<file path="src/rtl/memctrl_arbiter_if.sv">
// Bundle of the two master request ports and the MEMCTRL strobe bus.
// The arbiter connects through the slave modport; the system side uses master.
interface memctrl_arbiter_if;
  logic        m0_req;
  logic        m0_we;
  logic [15:0] m0_addr;
  logic [7:0]  m0_wdata;
  logic        m0_ack;
  logic [7:0]  m0_rdata;

  logic        m1_req;
  logic        m1_we;
  logic [15:0] m1_addr;
  logic [7:0]  m1_wdata;
  logic        m1_ack;
  logic [7:0]  m1_rdata;

  logic [15:0] mem_addr;
  logic        mem_ce;
  logic        mem_csb;
  logic        mem_web;
  logic        mem_oeb;
  logic [7:0]  mem_idata;
  logic [7:0]  mem_odata;

  logic        busy;
  logic        gnt;

  modport slave (
    input  m0_req, m0_we, m0_addr, m0_wdata,
    input  m1_req, m1_we, m1_addr, m1_wdata,
    input  mem_odata,
    output m0_ack, m0_rdata, m1_ack, m1_rdata,
    output mem_addr, mem_ce, mem_csb, mem_web, mem_oeb, mem_idata,
    output busy, gnt
  );

  modport master (
    output m0_req, m0_we, m0_addr, m0_wdata,
    output m1_req, m1_we, m1_addr, m1_wdata,
    output mem_odata,
    input  m0_ack, m0_rdata, m1_ack, m1_rdata,
    input  mem_addr, mem_ce, mem_csb, mem_web, mem_oeb, mem_idata,
    input  busy, gnt
  );
endinterface

</file>
<file path="src/rtl/memctrl_arbiter.sv">
// Round-robin two-master arbiter that sequences single-byte accesses onto the
// MEMCTRL bus as STROBE -> (WAIT x RD_LAT for reads) -> RECOV; all outputs registered.
module memctrl_arbiter #(
  parameter int unsigned RD_LAT = 1
) (
  input logic              clk_i,
  input logic              rstn_i,
  memctrl_arbiter_if.slave bus
);

  localparam logic [1:0] ST_IDLE   = 2'd0;
  localparam logic [1:0] ST_STROBE = 2'd1;
  localparam logic [1:0] ST_WAIT   = 2'd2;
  localparam logic [1:0] ST_RECOV  = 2'd3;

  localparam logic [1:0] WAIT_LAST = 2'(RD_LAT - 1);

  if (RD_LAT < 1 || RD_LAT > 4) begin : g_bad_rd_lat
    $error("memctrl_arbiter: RD_LAT must be in 1..4");
  end

  logic [1:0]       req;
  logic [1:0]       we_in;
  logic [1:0][15:0] addr_in;
  logic [1:0][7:0]  wdata_in;

  assign req      = {bus.m1_req, bus.m0_req};
  assign we_in    = {bus.m1_we, bus.m0_we};
  assign addr_in  = {bus.m1_addr, bus.m0_addr};
  assign wdata_in = {bus.m1_wdata, bus.m0_wdata};

  logic [1:0]      state_q, state_d;
  logic            last_q, last_d;
  logic            gnt_q, gnt_d;
  logic            we_q, we_d;
  logic [15:0]     addr_q, addr_d;
  logic [1:0]      cnt_q, cnt_d;
  logic            ce_q, ce_d;
  logic            csb_q, csb_d;
  logic            web_q, web_d;
  logic            oeb_q, oeb_d;
  logic [7:0]      idata_q, idata_d;
  logic [1:0]      ack_q, ack_d;
  logic [1:0][7:0] rdata_q, rdata_d;
  logic            busy_q, busy_d;

  // Under contention the master not granted last time wins; otherwise the sole requester.
  logic winner;
  assign winner = (req == 2'b11) ? ~last_q : req[1];

  always_comb begin
    state_d = state_q;
    last_d  = last_q;
    gnt_d   = gnt_q;
    we_d    = we_q;
    addr_d  = addr_q;
    cnt_d   = cnt_q;
    ce_d    = 1'b0;
    csb_d   = 1'b1;
    web_d   = 1'b1;
    oeb_d   = 1'b1;
    idata_d = 8'h00;
    ack_d   = 2'b00;
    rdata_d = rdata_q;

    case (state_q)
      ST_IDLE: begin
        if (|req) begin
          gnt_d   = winner;
          last_d  = winner;
          we_d    = we_in[winner];
          addr_d  = addr_in[winner];
          ce_d    = 1'b1;
          csb_d   = 1'b0;
          web_d   = ~we_in[winner];
          oeb_d   = we_in[winner];
          idata_d = we_in[winner] ? wdata_in[winner] : 8'h00;
          state_d = ST_STROBE;
        end
      end
      ST_STROBE: begin
        if (we_q) begin
          ack_d[gnt_q] = 1'b1;
          state_d      = ST_RECOV;
        end else begin
          cnt_d   = WAIT_LAST;
          state_d = ST_WAIT;
        end
      end
      ST_WAIT: begin
        // The counter reaching zero marks the last WAIT cycle: its closing edge samples MEMCTRL.
        if (cnt_q == 2'd0) begin
          rdata_d[gnt_q] = bus.mem_odata;
          ack_d[gnt_q]   = 1'b1;
          state_d        = ST_RECOV;
        end else begin
          cnt_d = cnt_q - 2'd1;
        end
      end
      default: begin
        state_d = ST_IDLE;
      end
    endcase

    busy_d = (state_d != ST_IDLE);
  end

  always_ff @(posedge clk_i or negedge rstn_i) begin
    if (!rstn_i) begin
      state_q <= ST_IDLE;
      last_q  <= 1'b1;
      gnt_q   <= 1'b0;
      we_q    <= 1'b0;
      addr_q  <= 16'h0000;
      cnt_q   <= 2'd0;
      ce_q    <= 1'b0;
      csb_q   <= 1'b1;
      web_q   <= 1'b1;
      oeb_q   <= 1'b1;
      idata_q <= 8'h00;
      ack_q   <= 2'b00;
      rdata_q <= '0;
      busy_q  <= 1'b0;
    end else begin
      state_q <= state_d;
      last_q  <= last_d;
      gnt_q   <= gnt_d;
      we_q    <= we_d;
      addr_q  <= addr_d;
      cnt_q   <= cnt_d;
      ce_q    <= ce_d;
      csb_q   <= csb_d;
      web_q   <= web_d;
      oeb_q   <= oeb_d;
      idata_q <= idata_d;
      ack_q   <= ack_d;
      rdata_q <= rdata_d;
      busy_q  <= busy_d;
    end
  end

  // The latched access address doubles as MEM_ADDR, so it holds between strobes.
  assign bus.mem_addr  = addr_q;
  assign bus.mem_ce    = ce_q;
  assign bus.mem_csb   = csb_q;
  assign bus.mem_web   = web_q;
  assign bus.mem_oeb   = oeb_q;
  assign bus.mem_idata = idata_q;
  assign bus.m0_ack    = ack_q[0];
  assign bus.m1_ack    = ack_q[1];
  assign bus.m0_rdata  = rdata_q[0];
  assign bus.m1_rdata  = rdata_q[1];
  assign bus.busy      = busy_q;
  assign bus.gnt       = gnt_q;

endmodule

</file>
<file path="src/flat_wrapper.sv">
// flat-port wrapper written by rule: the top's interface ports become plain ports
module memctrl_arbiter_flat 
#(
  parameter int unsigned RD_LAT = 1
)
  (clk_i, rstn_i, bus_m0_req, bus_m0_we, bus_m0_addr, bus_m0_wdata, bus_m1_req, bus_m1_we, bus_m1_addr, bus_m1_wdata, bus_mem_odata, bus_m0_ack, bus_m0_rdata, bus_m1_ack, bus_m1_rdata, bus_mem_addr, bus_mem_ce, bus_mem_csb, bus_mem_web, bus_mem_oeb, bus_mem_idata, bus_busy, bus_gnt);
  memctrl_arbiter_if bus_i ();
  input logic clk_i;
  input logic rstn_i;
  input wire logic [$bits(bus_i.m0_req)-1:0] bus_m0_req;
  input wire logic [$bits(bus_i.m0_we)-1:0] bus_m0_we;
  input wire logic [$bits(bus_i.m0_addr)-1:0] bus_m0_addr;
  input wire logic [$bits(bus_i.m0_wdata)-1:0] bus_m0_wdata;
  input wire logic [$bits(bus_i.m1_req)-1:0] bus_m1_req;
  input wire logic [$bits(bus_i.m1_we)-1:0] bus_m1_we;
  input wire logic [$bits(bus_i.m1_addr)-1:0] bus_m1_addr;
  input wire logic [$bits(bus_i.m1_wdata)-1:0] bus_m1_wdata;
  input wire logic [$bits(bus_i.mem_odata)-1:0] bus_mem_odata;
  output wire logic [$bits(bus_i.m0_ack)-1:0] bus_m0_ack;
  output wire logic [$bits(bus_i.m0_rdata)-1:0] bus_m0_rdata;
  output wire logic [$bits(bus_i.m1_ack)-1:0] bus_m1_ack;
  output wire logic [$bits(bus_i.m1_rdata)-1:0] bus_m1_rdata;
  output wire logic [$bits(bus_i.mem_addr)-1:0] bus_mem_addr;
  output wire logic [$bits(bus_i.mem_ce)-1:0] bus_mem_ce;
  output wire logic [$bits(bus_i.mem_csb)-1:0] bus_mem_csb;
  output wire logic [$bits(bus_i.mem_web)-1:0] bus_mem_web;
  output wire logic [$bits(bus_i.mem_oeb)-1:0] bus_mem_oeb;
  output wire logic [$bits(bus_i.mem_idata)-1:0] bus_mem_idata;
  output wire logic [$bits(bus_i.busy)-1:0] bus_busy;
  output wire logic [$bits(bus_i.gnt)-1:0] bus_gnt;
  assign bus_i.m0_req = bus_m0_req;
  assign bus_i.m0_we = bus_m0_we;
  assign bus_i.m0_addr = bus_m0_addr;
  assign bus_i.m0_wdata = bus_m0_wdata;
  assign bus_i.m1_req = bus_m1_req;
  assign bus_i.m1_we = bus_m1_we;
  assign bus_i.m1_addr = bus_m1_addr;
  assign bus_i.m1_wdata = bus_m1_wdata;
  assign bus_i.mem_odata = bus_mem_odata;
  assign bus_m0_ack = bus_i.m0_ack;
  assign bus_m0_rdata = bus_i.m0_rdata;
  assign bus_m1_ack = bus_i.m1_ack;
  assign bus_m1_rdata = bus_i.m1_rdata;
  assign bus_mem_addr = bus_i.mem_addr;
  assign bus_mem_ce = bus_i.mem_ce;
  assign bus_mem_csb = bus_i.mem_csb;
  assign bus_mem_web = bus_i.mem_web;
  assign bus_mem_oeb = bus_i.mem_oeb;
  assign bus_mem_idata = bus_i.mem_idata;
  assign bus_busy = bus_i.busy;
  assign bus_gnt = bus_i.gnt;
  memctrl_arbiter #(.RD_LAT(RD_LAT)) u_core (.clk_i(clk_i), .rstn_i(rstn_i), .bus(bus_i));
endmodule
</file>
<file path="config.mk">
export PLATFORM = sky130hd
export DESIGN_NAME = memctrl_arbiter_flat
export DESIGN_NICKNAME = d
export VERILOG_FILES = /design/src/rtl/memctrl_arbiter_if.sv /design/src/rtl/memctrl_arbiter.sv /design/src/flat_wrapper.sv
export SDC_FILE = /design/constraint.sdc
export NUM_CORES = 1
export LEC_CHECK = 0
export CORE_ASPECT_RATIO = 1.2
export CORE_UTILIZATION = 37
export DETAILED_ROUTE_END_ITERATION = 16
export PLACE_DENSITY = 0.76
export SLEW_MARGIN = 0
export SYNTH_ARGS = -nofsm -noshare
export SYNTH_HDL_FRONTEND = slang
export SYNTH_SLANG_ARGS = --single-unit
</file>
<file path="constraint.sdc">
create_clock -name clk_i -period 1.55 [get_ports clk_i]
set_input_delay 0.2325 -clock clk_i [delete_from_list [all_inputs] [get_ports clk_i]]
set_output_delay 0.2325 -clock clk_i [all_outputs]
set_load 0.005 [all_outputs]
</file>
# [Word-level counts from Yosys, hierarchy flattened]
# Index checks and enable logic that the tools add are counted.
[totals] out_inout_bits=48 input_bits=62 regBits=54 wordCells=68
[classes] n_lt_le_gt_ge=3 n_mux=33 n_addsub=1 n_eq_ne=5 n_bitwise=2 reduce_logical=9
[op_table] operator="two-way mux 8 bit" count=6
[op_table] operator="two-way mux 16 bit" count=2
[op_table] operator="bitwise mux 16 bit" count=1
[op_table] operator="two-way mux 1 bit" count=13
[op_table] operator="two-way mux 2 bit" count=6
[op_table] operator="demux 8 bit (select 1 bit)" count=1
[op_table] operator="one-hot mux 2 bit (2 select lines)" count=2
[op_table] operator="one-hot mux 2 bit (3 select lines)" count=1
[op_table] operator="equality test 2 bit, second input constant" count=2
[op_table] operator="zero test 2 bit" count=2
[op_table] operator="less-than comparator 1 x 2 -> 1 bit, second input constant" count=2
[op_table] operator="inequality test 2 bit, second input constant" count=2
[op_table] operator="AND reduction 2 bit" count=2
[op_table] operator="nonzero test 2 bit" count=2
[op_table] operator="AND reduction 3 bit" count=1
[op_table] operator="equality test 2 x 1 -> 1 bit, second input constant" count=1
[op_table] operator="inverter 1 bit" count=2
[op_table] operator="OR reduction 2 bit" count=1
[op_table] operator="subtractor 2 x 1 -> 2 bit, second input constant" count=1
[op_table] operator="demux 1 bit (select 1 bit)" count=1
[op_table] operator=">= comparator 1 bit, second input constant" count=1
[op_table] operator="logical AND 1 bit" count=1

# [Depth between registers and ports, before layout]
# Gate-level depths: netlist of run 1.
[depth] ltp_word=7 depth_mapped=6 mapped_depth_nobuf=6

# [Worst setup path before layout of run 1]
# OpenSTA, ideal clock, no wires.
[synth_path] kind="reg2reg" startpoint="register u_core.state_q[0]" endpoint="register u_core.rdata_q, in the netlist u_core.bus.m0_rdata[0]" period_less_slack_ns=1.475 t_arrival_ns=1.351 path_stages_with_launch=6 required_ns=1.425 n_path_buf=1 slack_ns=0.075 setup_time_ns=0.125 cell_sequence="dfrtp_1 > inv_1 > ha_1 > buf_2 > nand3b_1 > mux2_2"
[synth_via] elab_chain_len=2
[synth_lines] element="from (decl)" line="memctrl_arbiter.sv:32" source="logic [1:0] state_q, state_d;"
[synth_lines] element="from (signal assigned)" line="memctrl_arbiter.sv:125" source="state_q <= state_d;"
[synth_lines] element="equality test 2 bit" line="memctrl_arbiter.sv:66" source="case (state_q)"
[synth_lines] element="AND reduction 2 bit (no source line)"
[synth_lines] element="to (signal assigned)" line="memctrl_arbiter.sv:137" source="rdata_q <= rdata_d;"
[synth_lines] element="to (decl)" line="memctrl_arbiter.sv:44" source="logic [1:0][7:0] rdata_q, rdata_d;"
# No other way between the ends.
# A chain may end at the register's enable or synchronous reset.

# [Worst setup path in the final report of run 1]
[layout_path] startpoint="register u_core.gnt_q, in the netlist u_core.bus.gnt" endpoint="output bus_gnt"
[layout_rtl] element="from (decl)" line="memctrl_arbiter.sv:34" source="logic gnt_q, gnt_d;"
[layout_rtl] element="from (signal assigned)" line="memctrl_arbiter.sv:127" source="gnt_q <= gnt_d;"
[layout_rtl] element="to (decl)" line="flat_wrapper.sv:30" source="output wire logic [$bits(bus_i.gnt)-1:0] bus_gnt;"
# No word-level cell between the ends.

==> results of run 1 <==
==> worst min-delay path by stage <==
stage | end | slack (ps) | cells after the start
global placement | u_core.state_q[0] | 200 | 1
detailed placement | u_core.state_q[0] | 210 | 1
floorplan | u_core.ack_q[0] | -60 | 0
global route | u_core.state_q[0] | 440 | 2
finish | u_core.state_q[0] | 410 | 2
CTS | u_core.state_q[0] | 430 | 2
==> cells by family (layout without fill, tap and decap cells) <==
logic type / Yosys count / after routing / share of synthesized area
compound gates: 27 / 27 / 0.0777
flops: 54 / 54 / 0.581
fa+ha+maj: 5 / 5 / 0.0268
simple gates: 39 / 39 / 0.0895
mux: 42 / 42 / 0.189
buf+inv: 13 / 135 / 0.0370
==> through the flow <==
step / setup TNS, ps / setup slack (ps) / utilization
after floorplan: 0 / 74.7 / -
after global placement: -781 / -66.2 / 0.604
after CTS: 0 / 18.8 / 0.620
final: 0 / 77.4 / 0.622
after detailed placement: -1670 / -116 / 0.604
after global routing: -45.1 / -11.9 / 0.622
==> power groups by stage <==
stage,Sequential [mW],Combinational [mW],Clock [mW]
after global routing,2.44,3.31,0.876
after CTS,2.36,3.02,0.818
final,2.35,2.99,0.790
after global placement,2.36,2.95,0
after floorplan,2.40,1.27,0
after detailed placement,2.38,3.04,0
==> repair_timing <==
| item | 4_1_cts | 5_1_grt |
|---|---|---|
| endpoints found under the setup margin | 3 | 20 |
| endpoints found under the hold margin | 14 | 0 |
| setup buffers | 0 | 0 |
| gates resized for setup | 3 | 3 |
| hold buffers | 1 | 0 |
| cloned | 0 | 0 |
==> registers in the layout, indices dropped and copies added (netlist names) <==
name	cells
u_core.bus.m1_rdata	8
u_core.bus.busy	1
u_core.ack_q	2
u_core.bus.mem_addr	16
u_core.bus.m0_rdata	8
u_core.bus.mem_ce	1
u_core.we_q	1
u_core.cnt_q	2
u_core.bus.gnt	1
u_core.state_q	2
u_core.last_q	1
u_core.bus.mem_web	1
u_core.bus.mem_oeb	1
u_core.bus.mem_idata	8
u_core.bus.mem_csb	1
==> metal layers <==
layer  routed length, µm  vias to the layer above  part of all wire
met5                   0                        -                 0
met4                  78                        0             0.015
met3                 442                        8             0.087
met2                2700                       74              0.53
met1                1840                      838              0.36
li1                    -                      869                 -
==> layout by cell type, fill, tap and decap left out, types with 2 or more instances in the layout <==
master and instances:
sky130_fd_sc_hd__nor3b_2 2, sky130_fd_sc_hd__a31oi_1 3, sky130_fd_sc_hd__nand2b_1 3, sky130_fd_sc_hd__dlygate4sd2_1 3, sky130_fd_sc_hd__a22o_1 2, sky130_fd_sc_hd__mux2i_1 26
sky130_fd_sc_hd__inv_1 5, sky130_fd_sc_hd__nor2_1 2, sky130_fd_sc_hd__o21ai_1 9, sky130_fd_sc_hd__dfrtp_1 49, sky130_fd_sc_hd__dfstp_2 4, sky130_fd_sc_hd__buf_4 4
sky130_fd_sc_hd__clkdlybuf4s50_1 105, sky130_fd_sc_hd__nand2_1 20, sky130_fd_sc_hd__ha_1 4, sky130_fd_sc_hd__nand3_1 2, sky130_fd_sc_hd__clkbuf_8 6, sky130_fd_sc_hd__buf_12 8
sky130_fd_sc_hd__mux2_2 16, sky130_fd_sc_hd__o21ai_0 8, sky130_fd_sc_hd__nor3b_1 6
==> cell type report <==
class	count	share of cell area
Clock buffer	7	0.0230
Tap cell	82	0.0273
Sequential cell	54	0.361
Multi-Input combinational cell	113	0.242
Clock inverter	1	0.00133
Timing Repair Buffer	122	0.341
Inverter	5	0.00499
==> flow_summary.rst, run 1 <==
.. list-table::
   :header-rows: 1

   * - Metric
     - Value
   * - Endpoint of the worst setup timing path
     - bus_gnt
   * - Synth Flop Type
     - sky130_fd_sc_hd__dfrtp_1
   * - CP Data Arrival Time
     - 1240 ps
   * - LEAKAGE
     - 1.61 nW
   * - Detail Route Antenna Nets
     - 0
   * - Num CTS Buffers
     - 5
   * - Initial Utilization
     - 0.386
   * - Placer's final routability congestion estimate
     - 0.752
   * - Cell variety after synth
     - 30
   * - Reported max-cap violation count
     - 0
   * - Timing-limited maximum frequency
     - 0.679 GHz
   * - Sink count of the clock tree
     - 54
   * - Count of final setup violators
     - 0
   * - Combinational fraction of design power
     - 0.488
   * - Switching Power
     - 1.84 mW
   * - Average via count per standard cell
     - 4.66
   * - Hold Fails Final Rpt
     - 0
   * - Number of DRC violations after detailed-routing iteration 0
     - 107
   * - Critical R2R Capture
     - u_core.bus.m0_rdata[1]
   * - Synth top area cells
     - sky130_fd_sc_hd__dfrtp_1, sky130_fd_sc_hd__mux2i_1, sky130_fd_sc_hd__mux2_2
   * - CP top delay family
     - buffers and inverters
   * - Rel. slew slack
     - 0.688
   * - Drt pass-1 iters
     - 4
   * - Number of buffer and inverter stages on the critical path
     - 1
   * - Unrepaired setup endpoints after global routing
     - true
   * - Kind of end point of the critical path
     - output pin
   * - Setup Skew
     - 7.59 ps
   * - CP Cell Sequence
     - clkdlybuf4s50_1
   * - Clock latency on the worst-skew pair
     - 300 ps
   * - H-tree depth reported by CTS
     - 2
   * - Yosys warnings
     - 0
   * - Fraction of synthesized cell area taken by the top area cell type
     - 0.536
   * - Global-route met2 utilization
     - 0.291
   * - CP max-delay cell
     - sky130_fd_sc_hd__clkdlybuf4s50_1
   * - Global routing usage on met3
     - 0.0609
   * - Count of flip-flops with a built-in enable after synthesis
     - 0
   * - Area taken by multi-input logic gates
     - 908 µm²
   * - Synth-to-layout area growth
     - 61.0%
   * - Post-route insts no fill
     - 384
   * - Register clock-pin slew on the reported worst setup and hold paths
     - 90 ps
   * - Async SR Flop Fraction
     - 1.00
   * - Share of final-layout standard cells stronger than drive strength 1
     - 0.162
   * - Horizontal die dimension
     - 74.5 µm
   * - Instance count of the mapped netlist
     - 180
   * - Storage cell area
     - 0.00136 mm²
   * - Final-layout worst hold slack
     - 410 ps
   * - Setup slack of the worst register-to-register path
     - 90 ps
   * - Routed wirelength normalized by instance count
     - 13.2 µm
   * - Number of instances in the placed design
     - 375
   * - Critical R2R Launch
     - u_core.state_q[0]
   * - Number of global-route vias before repair
     - 1812
   * - Instance area after placement
     - 0.00365 mm²
   * - Design area
     - 0.00376 mm²
   * - Die area
     - 0.00664 mm²
   * - Power Density
     - 1630 mW/mm²
   * - Number of I/O pins
     - 110
   * - Cell Int Power
     - 4.29 mW
   * - Launching element of the worst setup path
     - u_core.bus.gnt
   * - Placed wire-length estimate after detailed placement
     - 4.08 mm
   * - Largest net degree at the start of global routing
     - 23
   * - DRT Wirelength
     - 5.06 mm
   * - Minimum period implied by the final worst setup slack
     - 1470 ps
   * - Maximum buffer depth of the clock tree
     - 2
   * - Mean post-synth cell area
     - 13.0 µm²
   * - Net switching share of the total power
     - 0.301
   * - Residual DRC count
     - 0
   * - Pins Over Slew Limit
     - 0
   * - Core Rows
     - 31
   * - Layout fillers
     - 523
   * - Most common cell in the synthesized netlist
     - sky130_fd_sc_hd__dfrtp_1
   * - Tightest Hold Check Type
     - primary input to async pin
   * - Post-Syn Nets
     - 247
   * - Largest area contributor in the synthesized netlist
     - sky130_fd_sc_hd__dfrtp_1
   * - Clock network fraction of total power
     - 0.129
   * - Kind of start point of the critical path
     - flip-flop
   * - Diodes inserted
     - 0
   * - Data required time at the worst endpoint
     - 1320 ps
   * - Final net count
     - 368
   * - Cell area after synthesis
     - 0.00234 mm²
   * - Total GRT Usage
     - 0.165
   * - First-pass GRT wire length
     - 8.18 mm
   * - Path depth of the worst reg2reg path
     - 5
   * - Count of input and output buffers
     - 109
   * - Detailed-route via count
     - 1789
   * - Leading post-synthesis cells by instance count
     - sky130_fd_sc_hd__dfrtp_1, sky130_fd_sc_hd__mux2i_1, sky130_fd_sc_hd__nand2_1
   * - Sequential fraction of the synthesis area
     - 0.581
   * - FF+latch count, synth
     - 54
   * - Overflow after GRT
     - 0
   * - Total power
     - 6.13 mW
   * - Ratio of final minimum period to clock period
     - 0.950
   * - WP depth
     - 1
   * - Area of the placeable core
     - 0.00605 mm²
   * - Status
     - finished clean
   * - Largest stage delay on the critical path
     - 520 ps
   * - Sequential group share of total power
     - 0.383
   * - Peak supply drop
     - 0.658 mV
   * - Clock tree from TritonCTS
     - done
   * - Met1 usage in global routing
     - 0.180
   * - Grt peak-use layer
     - met2
   * - Antenna violations before repair
     - 0
   * - Clock tree root buffer cell
     - sky130_fd_sc_hd__clkbuf_8
   * - Transition time at the pin with the least slew margin
     - 468 ps
   * - Maximum fanout count along the critical path
     - 6
   * - Startpoint-to-endpoint class of the critical path
     - flip-flop to output pin
   * - Height of the die
     - 89.0 µm
Note: power is estimated with default switching activity, not from simulation.
==> run 2, diff against run 1 <==
==> constraint.sdc (replaced) <==
create_clock -name clk_i -period 1.55 [get_ports clk_i]
set_input_delay 0.31 -clock clk_i [delete_from_list [all_inputs] [get_ports clk_i]]
set_output_delay 0.31 -clock clk_i [all_outputs]
set_load 0.005 [all_outputs]
==> run 2 against run 1 <==
Compared with the run above:
- combinational power grew 2%
- core utilization increased by 0.68 points
- sequential share of layout area is 0.39 points lower
- total power increased by 2.5%
- critical path type unchanged
- largest power group unchanged
- highest routed layer unchanged
==> flow_summary.rst, run 2 (same netlist as run 1, synthesis figures left out) <==
.. list-table::
   :header-rows: 1

   * - Metric
     - Value
   * - Clock network fraction of total power
     - 0.139 (was 0.129)
   * - Diodes inserted
     - 0 (unchanged)
   * - Area of the placeable core
     - 0.00605 mm² (unchanged)
   * - Status
     - finished clean (unchanged)
   * - Layout fillers
     - 514 (was 523)
   * - Setup Skew
     - 2.07 ps (was 7.59 ps)
   * - Placed wire-length estimate after detailed placement
     - 4.07 mm (was 4.08 mm)
   * - Tightest Hold Check Type
     - primary input to async pin (unchanged)
   * - Antenna violations before repair
     - 0 (unchanged)
   * - Startpoint-to-endpoint class of the critical path
     - flip-flop to output pin (unchanged)
   * - Final net count
     - 369 (was 368)
   * - Clock tree from TritonCTS
     - done (unchanged)
   * - Timing-limited maximum frequency
     - 0.669 GHz (was 0.679 GHz)
   * - Largest net degree at the start of global routing
     - 23 (unchanged)
   * - Sink count of the clock tree
     - 54 (unchanged)
   * - Maximum fanout count along the critical path
     - 2 (was 6)
   * - Peak supply drop
     - 0.687 mV (was 0.658 mV)
   * - Largest stage delay on the critical path
     - 530 ps (was 520 ps)
   * - LEAKAGE
     - 1.64 nW (was 1.61 nW)
   * - Sequential group share of total power
     - 0.374 (was 0.383)
   * - H-tree depth reported by CTS
     - 2 (unchanged)
   * - Final-layout worst hold slack
     - 489 ps (was 410 ps)
   * - Placer's final routability congestion estimate
     - 0.752 (unchanged)
   * - Clock latency on the worst-skew pair
     - 300 ps (about the same)
   * - CP Cell Sequence
     - clkdlybuf4s50_1 (unchanged)
   * - Pins Over Slew Limit
     - 0 (unchanged)
   * - Power Density
     - 1650 mW/mm² (was 1630 mW/mm²)
   * - Count of final setup violators
     - 0 (unchanged)
   * - Switching Power
     - 1.87 mW (was 1.84 mW)
   * - Num CTS Buffers
     - 5 (unchanged)
   * - Data required time at the worst endpoint
     - 1240 ps (was 1320 ps)
   * - Ratio of final minimum period to clock period
     - 0.964 (was 0.950)
   * - Overflow after GRT
     - 0 (unchanged)
   * - Routed wirelength normalized by instance count
     - 13.3 µm (was 13.2 µm)
   * - Clock tree root buffer cell
     - sky130_fd_sc_hd__clkbuf_8 (unchanged)
   * - Initial Utilization
     - 0.386 (unchanged)
   * - Path depth of the worst reg2reg path
     - 5 (unchanged)
   * - Height of the die
     - 89.0 µm (unchanged)
   * - Combinational fraction of design power
     - 0.487 (was 0.488)
   * - Rel. slew slack
     - 0.690 (was 0.688)
   * - Aggregate negative setup slack
     - 0 ps (unchanged)
   * - CP max-delay cell
     - sky130_fd_sc_hd__clkdlybuf4s50_1 (unchanged)
   * - Transition time at the pin with the least slew margin
     - 465 ps (was 468 ps)
   * - Maximum buffer depth of the clock tree
     - 2 (unchanged)
   * - Final core utilization
     - 0.628 (was 0.622)
   * - Reported max-cap violation count
     - 0 (unchanged)
   * - Detailed-route via count
     - 1780 (was 1789)
   * - Count of input and output buffers
     - 109 (unchanged)
   * - Register clock-pin slew on the reported worst setup and hold paths
     - 90 ps (about the same)
   * - Number of buffer and inverter stages on the critical path
     - 1 (unchanged)
   * - Critical R2R Capture
     - u_core.bus.busy (was u_core.bus.m0_rdata[1])
   * - Average via count per standard cell
     - 4.62 (was 4.66)
   * - Synth-to-layout area growth
     - 62.8% (was 61.0%)
   * - CP Data Arrival Time
     - 1180 ps (was 1240 ps)
   * - Minimum period implied by the final worst setup slack
     - 1490 ps (was 1470 ps)
   * - Drt pass-1 iters
     - 4 (unchanged)
   * - Instance area after placement
     - 0.00365 mm² (unchanged)
   * - CP top delay family
     - buffers and inverters (unchanged)
   * - Most common cell after layout, fill and taps aside
     - sky130_fd_sc_hd__clkdlybuf4s50_1 (unchanged)
   * - Core Rows
     - 31 (unchanged)
   * - Number of DRC violations after detailed-routing iteration 0
     - 68 (was 107)
   * - Total GRT Usage
     - 0.166 (was 0.165)
   * - Die area
     - 0.00664 mm² (unchanged)
   * - Residual DRC count
     - 0 (unchanged)
   * - Min setup slack post-route
     - 56.3 ps (was 77.4 ps)
   * - Share of final-layout standard cells stronger than drive strength 1
     - 0.172 (was 0.162)
   * - Net switching share of the total power
     - 0.298 (was 0.301)
   * - First-pass GRT wire length
     - 8.27 mm (was 8.18 mm)
   * - Horizontal die dimension
     - 74.5 µm (unchanged)
   * - Kind of end point of the critical path
     - output pin (unchanged)
   * - Design area
     - 0.00380 mm² (was 0.00376 mm²)
   * - Hold Fails Final Rpt
     - 0 (unchanged)
   * - Commonest cells after routing, fill and taps aside
     - sky130_fd_sc_hd__clkdlybuf4s50_1, sky130_fd_sc_hd__dfrtp_1, sky130_fd_sc_hd__mux2i_1 (unchanged)
   * - Critical R2R Launch
     - u_core.state_q[1] (was u_core.state_q[0])
   * - Placement Setup Slack
     - -167 ps (was -116 ps)
   * - Detail Route Antenna Nets
     - 0 (unchanged)
   * - Cell Int Power
     - 4.42 mW (was 4.29 mW)
   * - Number of global-route vias before repair
     - 1785 (was 1812)
   * - Setup slack of the worst register-to-register path
     - 100 ps (was 90 ps)
   * - Number of I/O pins
     - 110 (unchanged)
   * - Largest register FFs
     - 16 (unchanged)
   * - Kind of start point of the critical path
     - flip-flop (unchanged)
   * - DRT Wirelength
     - 5.11 mm (was 5.06 mm)
-- run 2: area by class of cell --
cell class	count	area, µm²	share of cell area
flip-flops and latches	54	1360	0.357
inverters	5	18.8	0.00494
clock buffers	8	110	0.0290
repair buffers	123	1290	0.340
well taps	82	103	0.0270
multi-input cells	113	921	0.242
-- run 2: power by group through the flow --
stage | clock network [mW] | registers (mW) | logic [mW]
finish | 0.876 | 2.35 | 3.06
global route | 0.958 | 2.42 | 3.39
CTS | 0.907 | 2.35 | 3.06
detailed placement | 0 | 2.38 | 3.04
global placement | 0 | 2.36 | 2.95
floorplan | 0 | 2.40 | 1.27
-- run 2: worst max path at each step --
stage	start	to	cells past startpoint
6_report	u_core.bus.mem_addr[8]	bus_mem_addr[8]	1
5_1_grt	u_core.state_q[1]	u_core.bus.busy	5
4_1_cts	u_core.state_q[0]	u_core.bus.m1_rdata[5]	5
3_5_place_dp	bus_m1_req	u_core.bus.mem_idata[6]	5
3_3_place_gp	bus_m1_req	u_core.bus.mem_idata[2]	4
2_1_floorplan	u_core.state_q[0]	u_core.bus.m0_rdata[0]	5
-- run 2: what timing repair did --
| action | 4_1_cts | 5_1_grt |
|---|---|---|
| setup buffers | 1 | 0 |
| hold buffers | 1 | 0 |
| endpoints found under the setup margin | 4 | 20 |
| endpoints found under the hold margin | 14 | 0 |
| gates cloned | 0 | 0 |
| resized for setup | 4 | 5 |
-- run 2: routing by layer --
metal,part of all wire,GRT usage
met3,0.085,0.0620
met2,0.52,0.291
met1,0.38,0.186
met5,0,0
met4,0.012,0.0515
-- run 2: metrics by stage --
stage	total power, mW	std cells
2_1_floorplan	3.66	180
6_report	6.29	385
5_1_grt	6.77	385
3_5_place_dp	5.42	375
3_3_place_gp	5.31	375
4_1_cts	6.32	385
==> run 3, diff against run 2 <==
--- a/config.mk
+++ b/config.mk
@@ -9,6 +9,7 @@
 export CORE_UTILIZATION = 37
 export DETAILED_ROUTE_END_ITERATION = 16
 export PLACE_DENSITY = 0.76
+export SKIP_LAST_GASP = 1
 export SLEW_MARGIN = 0
 export SYNTH_ARGS = -nofsm -noshare
 export SYNTH_HDL_FRONTEND = slang
==> run 3 against run 2 <==
Compared with the run above:
- cell area about the same
- non-clock buffer count unchanged
- wire length up 0.18%
- critical path type unchanged
- largest cell class unchanged
- highest routed layer unchanged
==> flow_summary.rst, run 3 (same netlist as run 1, synthesis figures left out) <==
.. list-table::
   :header-rows: 1

   * - Metric
     - Value
   * - Status
     - finished clean (unchanged)
   * - Ratio of final minimum period to clock period
     - 0.964 (about the same)
   * - Power Density
     - 1650 mW/mm² (about the same)
   * - Clock tree root buffer cell
     - sky130_fd_sc_hd__clkbuf_8 (unchanged)
   * - Core Rows
     - 31 (unchanged)
   * - DRT Wirelength
     - 5.12 mm (was 5.11 mm)
   * - Largest net degree at the start of global routing
     - 23 (unchanged)
   * - Placer's final routability congestion estimate
     - 0.752 (unchanged)
   * - Pins Over Slew Limit
     - 0 (unchanged)
   * - Transition time at the pin with the least slew margin
     - 462 ps (was 465 ps)
   * - Overflow after GRT
     - 0 (unchanged)
   * - Count of input and output buffers
     - 109 (unchanged)
   * - Diodes inserted
     - 0 (unchanged)
   * - Number of I/O pins
     - 110 (unchanged)
   * - Antenna violations before repair
     - 0 (unchanged)
   * - Kind of end point of the critical path
     - output pin (unchanged)
   * - Largest stage delay on the critical path
     - 530 ps (about the same)
   * - Maximum buffer depth of the clock tree
     - 2 (unchanged)
   * - Aggregate negative setup slack
     - 0 ps (unchanged)
   * - Average via count per standard cell
     - 4.63 (was 4.62)
   * - Minimum period implied by the final worst setup slack
     - 1490 ps (about the same)
   * - Final core utilization
     - 0.628 (about the same)
   * - Clock latency on the worst-skew pair
     - 300 ps (about the same)
   * - Number of DRC violations after detailed-routing iteration 0
     - 43 (was 68)
   * - Peak supply drop
     - 0.687 mV (about the same)
   * - Share of final-layout standard cells stronger than drive strength 1
     - 0.168 (was 0.172)
   * - Kind of start point of the critical path
     - flip-flop (unchanged)
   * - Die area
     - 0.00664 mm² (unchanged)
   * - Number of instances in the placed design
     - 375 (unchanged)
   * - Hold Fails Final Rpt
     - 0 (unchanged)
   * - Rel. slew slack
     - 0.692 (was 0.690)
   * - Met3 wire length
     - 435 µm (unchanged)
   * - Residual DRC count
     - 0 (unchanged)
   * - Setup Skew
     - 2.30 ps (was 2.07 ps)
   * - Synth-to-layout area growth
     - 62.7% (was 62.8%)
   * - Timing-limited maximum frequency
     - 0.669 GHz (about the same)
   * - Unrepaired setup endpoints after global routing
     - true
   * - First-pass GRT wire length
     - 8.27 mm (unchanged)
   * - Area of the placeable core
     - 0.00605 mm² (unchanged)
   * - Post-route insts no fill
     - 385 (unchanged)
   * - Final net count
     - 369 (unchanged)
   * - DRT met1 WL
     - 1.94 mm (about the same)
   * - CP Data Arrival Time
     - 1180 ps (about the same)
   * - Height of the die
     - 89.0 µm (unchanged)
   * - Clock tree from TritonCTS
     - done (unchanged)
   * - Met2 layer wire length in the routed design
     - 2.69 mm (was 2.68 mm)
   * - Maximum fanout count along the critical path
     - 2 (unchanged)
   * - Tightest Hold Check Type
     - primary input to async pin (unchanged)
   * - Number of global-route vias before repair
     - 1785 (unchanged)
   * - Sink count of the clock tree
     - 54 (unchanged)
   * - CP top delay family
     - buffers and inverters (unchanged)
   * - Startpoint-to-endpoint class of the critical path
     - flip-flop to output pin (unchanged)
   * - LEAKAGE
     - 1.64 nW (about the same)
   * - Detail Route Antenna Nets
     - 0 (unchanged)
   * - DR top layer
     - met4 (unchanged)
   * - Most common cell after layout, fill and taps aside
     - sky130_fd_sc_hd__clkdlybuf4s50_1 (unchanged)
   * - Detailed-route via count
     - 1784 (was 1780)
   * - Initial Utilization
     - 0.386 (unchanged)
   * - Path depth of the worst reg2reg path
     - 5 (unchanged)
   * - Critical R2R Capture
     - u_core.bus.busy (unchanged)
   * - Critical R2R Launch
     - u_core.state_q[1] (unchanged)
   * - Final-layout worst hold slack
     - 489 ps (unchanged)
   * - CP max-delay cell
     - sky130_fd_sc_hd__clkdlybuf4s50_1 (unchanged)
   * - Count of final setup violators
     - 0 (unchanged)
   * - Largest register FFs
     - 16 (unchanged)
   * - Drt pass-1 iters
     - 4 (unchanged)
   * - CP Cell Sequence
     - clkdlybuf4s50_1 (unchanged)
   * - Routed wirelength normalized by instance count
     - 13.3 µm (about the same)
   * - Placed wire-length estimate after detailed placement
     - 4.07 mm (unchanged)
   * - Horizontal die dimension
     - 74.5 µm (unchanged)
   * - H-tree depth reported by CTS
     - 2 (unchanged)
   * - Number of buffer and inverter stages on the critical path
     - 1 (unchanged)
   * - Num CTS Buffers
     - 5 (unchanged)
   * - Commonest cells after routing, fill and taps aside
     - sky130_fd_sc_hd__clkdlybuf4s50_1, sky130_fd_sc_hd__dfrtp_1, sky130_fd_sc_hd__mux2i_1 (unchanged)
   * - Total power
     - 6.28 mW (was 6.29 mW)
   * - Total GRT Usage
     - 0.166 (unchanged)
   * - Setup slack of the worst register-to-register path
     - 90 ps (was 100 ps)
   * - Reported max-cap violation count
     - 0 (unchanged)
   * - Data required time at the worst endpoint
     - 1240 ps (about the same)
   * - Register clock-pin slew on the reported worst setup and hold paths
     - 90 ps (about the same)
[run 3: report_power, final]
part           total, mW  leakage [nW]  switching (mW)  internal (mW)
combinational       3.05         0.926            1.14           1.91
clock              0.876        0.0575           0.425          0.451
sequential          2.35         0.660           0.308           2.04
total               6.28          1.64            1.87           4.41
[run 3: how the worst max path moves through the flow]
stage / from / to / slack, ps / depth (start not counted)
floorplan: u_core.state_q[0] / u_core.bus.m0_rdata[0] / 70 / 5
CTS: u_core.state_q[0] / u_core.bus.m1_rdata[5] / 30 / 5
finish: u_core.bus.mem_addr[8] / bus_mem_addr[8] / 60 / 1
detailed placement: bus_m1_req / u_core.bus.mem_idata[6] / -170 / 5
global placement: bus_m1_req / u_core.bus.mem_idata[2] / -140 / 4
global route: u_core.state_q[0] / u_core.bus.mem_addr[15] / -20 / 7
[run 3: metal layers]
layer  track usage  vias up
li1              -      870
met5             0        -
met2         0.291       72
met3        0.0620        6
met1         0.186      836
met4        0.0515        0
[run 3: repair_timing]
item,4_1_cts,5_1_grt
setup buffers,1,0
setup endpoints to repair,4,20
resized for setup,4,4
endpoints found under the hold margin,14,0
pin swaps,0,0
cloned,0,0
hold buffers,1,0
[run 3: cell type report]
class	instances	area (µm²)
clock buffer	8	110
fill	515	2250
inverter	5	18.8
multi-input combinational	113	918
sequential	54	1360
tap	82	103
timing repair buffer	123	1290
[run 3: through the flow]
step / area [µm²] / setup WS (ps)
5_1_grt: 3800 / -15.5
6_report: 3800 / 56.3
3_5_place_dp: 3650 / -167
4_1_cts: 3780 / 30.7
2_1_floorplan: 2340 / 74.7
3_3_place_gp: 3650 / -144
